### config.mk
export PLATFORM = sky130hd
export DESIGN_NAME = bcd_seg_scan
export DESIGN_NICKNAME = d
export VERILOG_FILES = /design/src/rtl/bcd_seg_scan.sv
export SDC_FILE = /design/constraint.sdc
export NUM_CORES = 1
export LEC_CHECK = 0
export CAP_MARGIN = 10
export CORE_MARGIN = 5
export CORE_UTILIZATION = 35
export CTS_CLUSTER_SIZE = 20
export DETAILED_ROUTE_END_ITERATION = 8
export GPL_TIMING_DRIVEN = 0
export SYNTH_ARGS = -nofsm -noshare
export SYNTH_HDL_FRONTEND = slang
export SYNTH_SLANG_ARGS = --single-unit
### constraint.sdc
create_clock -name clk -period 3.45 [get_ports clk]
set_clock_uncertainty 0.05 [all_clocks]
set_input_delay 0.5175 -clock clk [delete_from_list [all_inputs] [get_ports clk]]
set_output_delay 0.5175 -clock clk [all_outputs]
set_load 0.01 [all_outputs]
### src/rtl/bcd_seg_scan.sv
// -----------------------------------------------------------------------------
// bcd_seg_scan
//   Drives a 3-digit multiplexed 7-segment display from the three BCD digits
//   of the binary-to-BCD converter. The digits are snapshotted once per frame,
//   so a value changing mid-frame never shows up as a torn reading. Each digit
//   slot opens with BLANK_CYC cycles of all-selects-off to suppress ghosting.
//
// Parameters
//   SCAN_DIV   clock cycles per digit slot (4 .. 2^20)
//   BLANK_CYC  leading cycles of each slot with every select inactive (< SCAN_DIV)
//   ACT_LOW    1: seg/sel active-low, 0: active-high
//
// Ports
//   clk         system clock
//   rst         synchronous reset, active-high
//   en          scan enable; 0 freezes cnt/slot/snapshot and blanks the display
//   dig0..dig2  BCD ones / tens / hundreds digits
//   seg         segments, [7]=dp (always off), [6:0]=g..a
//   sel         one-hot digit select, [0]=ones, [2]=hundreds
//   frame_tick  one-cycle pulse in the output cycle of slot 0, cnt 0
//
// Build option
//   SEG_LZB_EN  when defined, leading zeros are blanked: hundreds when its
//               snapshot digit is 0, tens when hundreds and tens are both 0.
//               Ones is never blanked; codes A-F never count as zero.
//
// Slot states
//   SLOT_ONES  | driving the ones digit     (sel[0])
//   SLOT_TENS  | driving the tens digit     (sel[1])
//   SLOT_HUNDS | driving the hundreds digit (sel[2]); wrap reloads snapshot
// -----------------------------------------------------------------------------
module bcd_seg_scan #(
    parameter int SCAN_DIV  = 50000,
    parameter int BLANK_CYC = 4,
    parameter int ACT_LOW   = 1
) (
    input  logic       clk,
    input  logic       rst,
    input  logic       en,
    input  logic [3:0] dig0,
    input  logic [3:0] dig1,
    input  logic [3:0] dig2,
    output logic [7:0] seg,
    output logic [2:0] sel,
    output logic       frame_tick
);

    localparam int CW = (SCAN_DIV > 1) ? $clog2(SCAN_DIV) : 1;
    localparam logic [CW-1:0] CNT_LAST  = CW'(SCAN_DIV - 1);
    localparam logic [CW-1:0] CNT_BLANK = CW'(BLANK_CYC);
    // XOR-ing an active-high pattern with the "off" pattern yields the
    // pin-level value for either polarity.
    localparam logic [7:0] SEG_OFF = (ACT_LOW != 0) ? 8'hFF : 8'h00;
    localparam logic [2:0] SEL_OFF = (ACT_LOW != 0) ? 3'b111 : 3'b000;

    typedef enum logic [1:0] {
        SLOT_ONES  = 2'd0,
        SLOT_TENS  = 2'd1,
        SLOT_HUNDS = 2'd2
    } slot_t;

    slot_t         slot;
    logic [CW-1:0] cnt;
    logic [3:0]    snap0, snap1, snap2;
    logic          load_pending;

    logic [3:0]    eff0, eff1, eff2;
    logic [3:0]    cur_digit;
    logic [2:0]    sel_hot;
    logic          slot_blank;
    logic [7:0]    seg_hot;

    function automatic logic [6:0] seg_decode(input logic [3:0] d);
        case (d)
            4'd0:    return 7'h3F;
            4'd1:    return 7'h06;
            4'd2:    return 7'h5B;
            4'd3:    return 7'h4F;
            4'd4:    return 7'h66;
            4'd5:    return 7'h6D;
            4'd6:    return 7'h7D;
            4'd7:    return 7'h07;
            4'd8:    return 7'h7F;
            4'd9:    return 7'h6F;
            default: return 7'h40;  // invalid BCD shows a dash
        endcase
    endfunction

    // On the very first enabled cycle the snapshot is being loaded this
    // same cycle, so display from the incoming digits rather than stale zeros.
    always_comb begin
        eff0       = load_pending ? dig0 : snap0;
        eff1       = load_pending ? dig1 : snap1;
        eff2       = load_pending ? dig2 : snap2;
        cur_digit  = eff0;
        sel_hot    = 3'b001;
        slot_blank = 1'b0;
        case (slot)
            SLOT_TENS: begin
                cur_digit = eff1;
                sel_hot   = 3'b010;
`ifdef SEG_LZB_EN
                slot_blank = (eff2 == 4'd0) && (eff1 == 4'd0);
`endif
            end
            SLOT_HUNDS: begin
                cur_digit = eff2;
                sel_hot   = 3'b100;
`ifdef SEG_LZB_EN
                slot_blank = (eff2 == 4'd0);
`endif
            end
            default: begin
                cur_digit = eff0;
                sel_hot   = 3'b001;
            end
        endcase
        seg_hot = {1'b0, seg_decode(cur_digit)};
    end

    always_ff @(posedge clk) begin
        if (rst) begin
            cnt          <= '0;
            slot         <= SLOT_ONES;
            snap0        <= 4'd0;
            snap1        <= 4'd0;
            snap2        <= 4'd0;
            load_pending <= 1'b1;
            seg          <= SEG_OFF;
            sel          <= SEL_OFF;
            frame_tick   <= 1'b0;
        end else if (en) begin
            frame_tick <= (slot == SLOT_ONES) && (cnt == '0);
            if ((cnt >= CNT_BLANK) && !slot_blank) begin
                sel <= sel_hot ^ SEL_OFF;
                seg <= seg_hot ^ SEG_OFF;
            end else begin
                sel <= SEL_OFF;
                seg <= SEG_OFF;
            end

            if (load_pending) begin
                snap0        <= dig0;
                snap1        <= dig1;
                snap2        <= dig2;
                load_pending <= 1'b0;
            end

            if (cnt == CNT_LAST) begin
                cnt <= '0;
                case (slot)
                    SLOT_ONES: slot <= SLOT_TENS;
                    SLOT_TENS: slot <= SLOT_HUNDS;
                    default: begin
                        slot  <= SLOT_ONES;
                        snap0 <= dig0;
                        snap1 <= dig1;
                        snap2 <= dig2;
                    end
                endcase
            end else begin
                cnt <= cnt + 1'b1;
            end
        end else begin
            sel        <= SEL_OFF;
            seg        <= SEG_OFF;
            frame_tick <= 1'b0;
        end
    end

endmodule

==> metrics <==
largest net degree at the start of global routing 13; Primary FF master, synth dfxtp_1; clock root cell clkbuf_8; via/cell ratio 4.895; DRT antenna net count 0; largest area contributor in the netlist dfxtp_1; Max-Cap Viols 0; top post-synthesis cells by area dfxtp_1 (40%), mux2i_1 (10%), ha_1 (7.1%); post_cts resized 0; height of the die 87.59 um; CP endpoint kind flop; clk sinks 42; Placed Area 0.002441 mm^2; initial antenna violation count 0; EDFF count, synth 0; Post-CTS Setup Inserts 0; Synth Area per Inst 9.282 um^2; Post-Synthesis Cells 227; worst min path class reg -> reg; hold buffer count at CTS 0; relative slew slack 38.02%; fin crit share 73.84%; drc violations 0; Worst Tran Pin Value 0.9277 ns; clk slew on worst S/H paths 0.08 ns; Distinct cells, synth 37; total number of vias 1630; critical path class reg -> reg; 1st-pass router iterations 4; Die Wd 87.59 um; Starting Density 35.80%; dpl cells 326; die area 0.007672 mm^2; Crit Path Max Fanout 10; crit path DAT 2.72 ns; GP Congestion 0.8058; outcome completed; # fillers 593; Rows 28; Remaining Overflow, GRT 0; H-tree Lvls 2; I/O Buffers 24; fin. max-slew vios 0; CTS tree built; leakage power 1.050 nW; peak supply drop 0.1820 mV; TritonCTS buffer count 5; Worst setup SP type flop; routed wire length 4132 um; multi-input logic area 0.001164 mm^2; Post-synth ARST share 0%; setup TNS 0 ns; fin cells 333; core area 0.005886 mm^2; layout cells sized above 1 9.690%; most frequent cell after synthesis dfxtp_1; Starting DRT DRC Count 114; clock tree buffer depth 2; HPWL Detailed 3029 um; register area share after synthesis 39.90%; Hold Fails Final Rpt 0; Worst EP required 3.62 ns; number of inserted diodes 0; Syn Std Cell Area 0.002107 mm^2; Layout Nets 285; YS warnings 0; synth cell count leaders dfxtp_1 (42), nor2_1 (32), mux2i_1 (22), nand2_1 (18), ha_1 (12); number of global-route vias before repair 1536; synthesis-to-layout area growth 19.60%; fin area 0.002520 mm^2; endpoints failing setup 0; final core occ 42.81%; RSZ-0062 raised after global routing no; Clock Latency Late Sink 0.29 ns; post-synthesis net count 254; register area 840.8 um^2; GRT Overall Usage 11.88%; fmax 0.3925 GHz; Period minus WS final 2.548 ns; Top Ports 27; FF+latch count, synth 42; Power per Cell Area 369.5 mW/mm^2; first-pass GRT wire length 7203 um; routed length per instance 12.41 um; post-synth top area share 39.90%
-- worst paths after layout --
kind         endpoint  slack, ns  cells past startpoint          from
max            seg[4]       0.90                      8  load_pending
min          snap0[0]       0.45                      2      snap0[0]
max reg2reg    seg[4]       0.90                      8  load_pending
min reg2reg  snap0[0]       0.45                      2      snap0[0]
-- cells in the final DEF, fill, tap and decap left out, drive strengths merged, types with 5 or more instances in the layout --
master,synthesis,final
dfxtp,42,42
o21ai,7,7
nand4,6,6
inv,9,9
nand2,18,18
clkdlybuf4s50,0,24
mux2i,22,22
xnor2,5,5
and3,7,7
clkbuf,3,8
xor2,10,10
buf,7,7
a21oi,7,7
mux2,6,6
ha,12,12
nor2,32,32
-- logic make-up (layout without fill, tap and decap cells) --
family	Yosys count	after routing	synth area share (%)
fa+ha+maj	12	12	7.126
xor+xnor	15	15	6.235
compound gates	25	25	8.135
simple gates	85	85	19.89
buf+inv	19	50	4.869
other cells	1	1	0.1780
flops	42	42	39.91
mux	28	28	13.66
-- area by class of cell --
cell class / count / area share, %
plain buffers: 10 / 2.731
multi-input cells: 166 / 46.18
flip-flops and latches: 42 / 33.37
inverters: 9 / 1.341
repair buffers: 24 / 9.533
well taps: 75 / 3.724
clock inverters: 2 / 0.3972
clock buffers: 5 / 2.731
-- registers in the layout, indices dropped and copies added (netlist names) --
| name | count |
|---|---|
| seg | 7 |
| snap1 | 4 |
| snap2 | 4 |
| load_pending | 1 |
| frame_tick | 1 |
| snap0 | 4 |
| sel | 3 |
| slot | 2 |
| cnt | 16 |
-- layer usage --
metal / global-route usage (%) / vias up / part of all wire (%)
li1: - / 833 / -
met1: 17.11 / 738 / 50
met2: 16.99 / 51 / 42
met3: 2.634 / 8 / 5.9
met4: 5.021 / 0 / 1.8
met5: 0 / - / 0
-- critical path, stage by stage (launching register included) --
cell and delay (ns):
dfxtp_1 0.31, clkbuf_1 0.28, buf_4 0.27, mux2_2 0.35, a21oi_1 0.47, inv_1 0.14, ha_1 0.22, mux2_2 0.25
a21oi_1 0.13
-- through the flow --
step | hold slack [ns] | setup WS [ns] | total power, mW
floorplan | 0.4061 | 1.291 | 0.6024
finish | 0.4460 | 0.9024 | 0.9312
CTS | 0.4524 | 0.8886 | 0.9467
detailed placement | 0.4298 | 0.8882 | 0.6407
global route | 0.4828 | 0.6157 | 0.9896
global placement | 0.4198 | 0.8951 | 0.6393
-- power breakdown --
part	internal (mW)	leakage [nW]	switching, mW
clock	0.136	0.0438	0.166
combinational	0.0634	0.665	0.0613
sequential	0.497	0.342	0.00753
total	0.697	1.05	0.235
No activity file was read; power rests on OpenSTA's default activity.
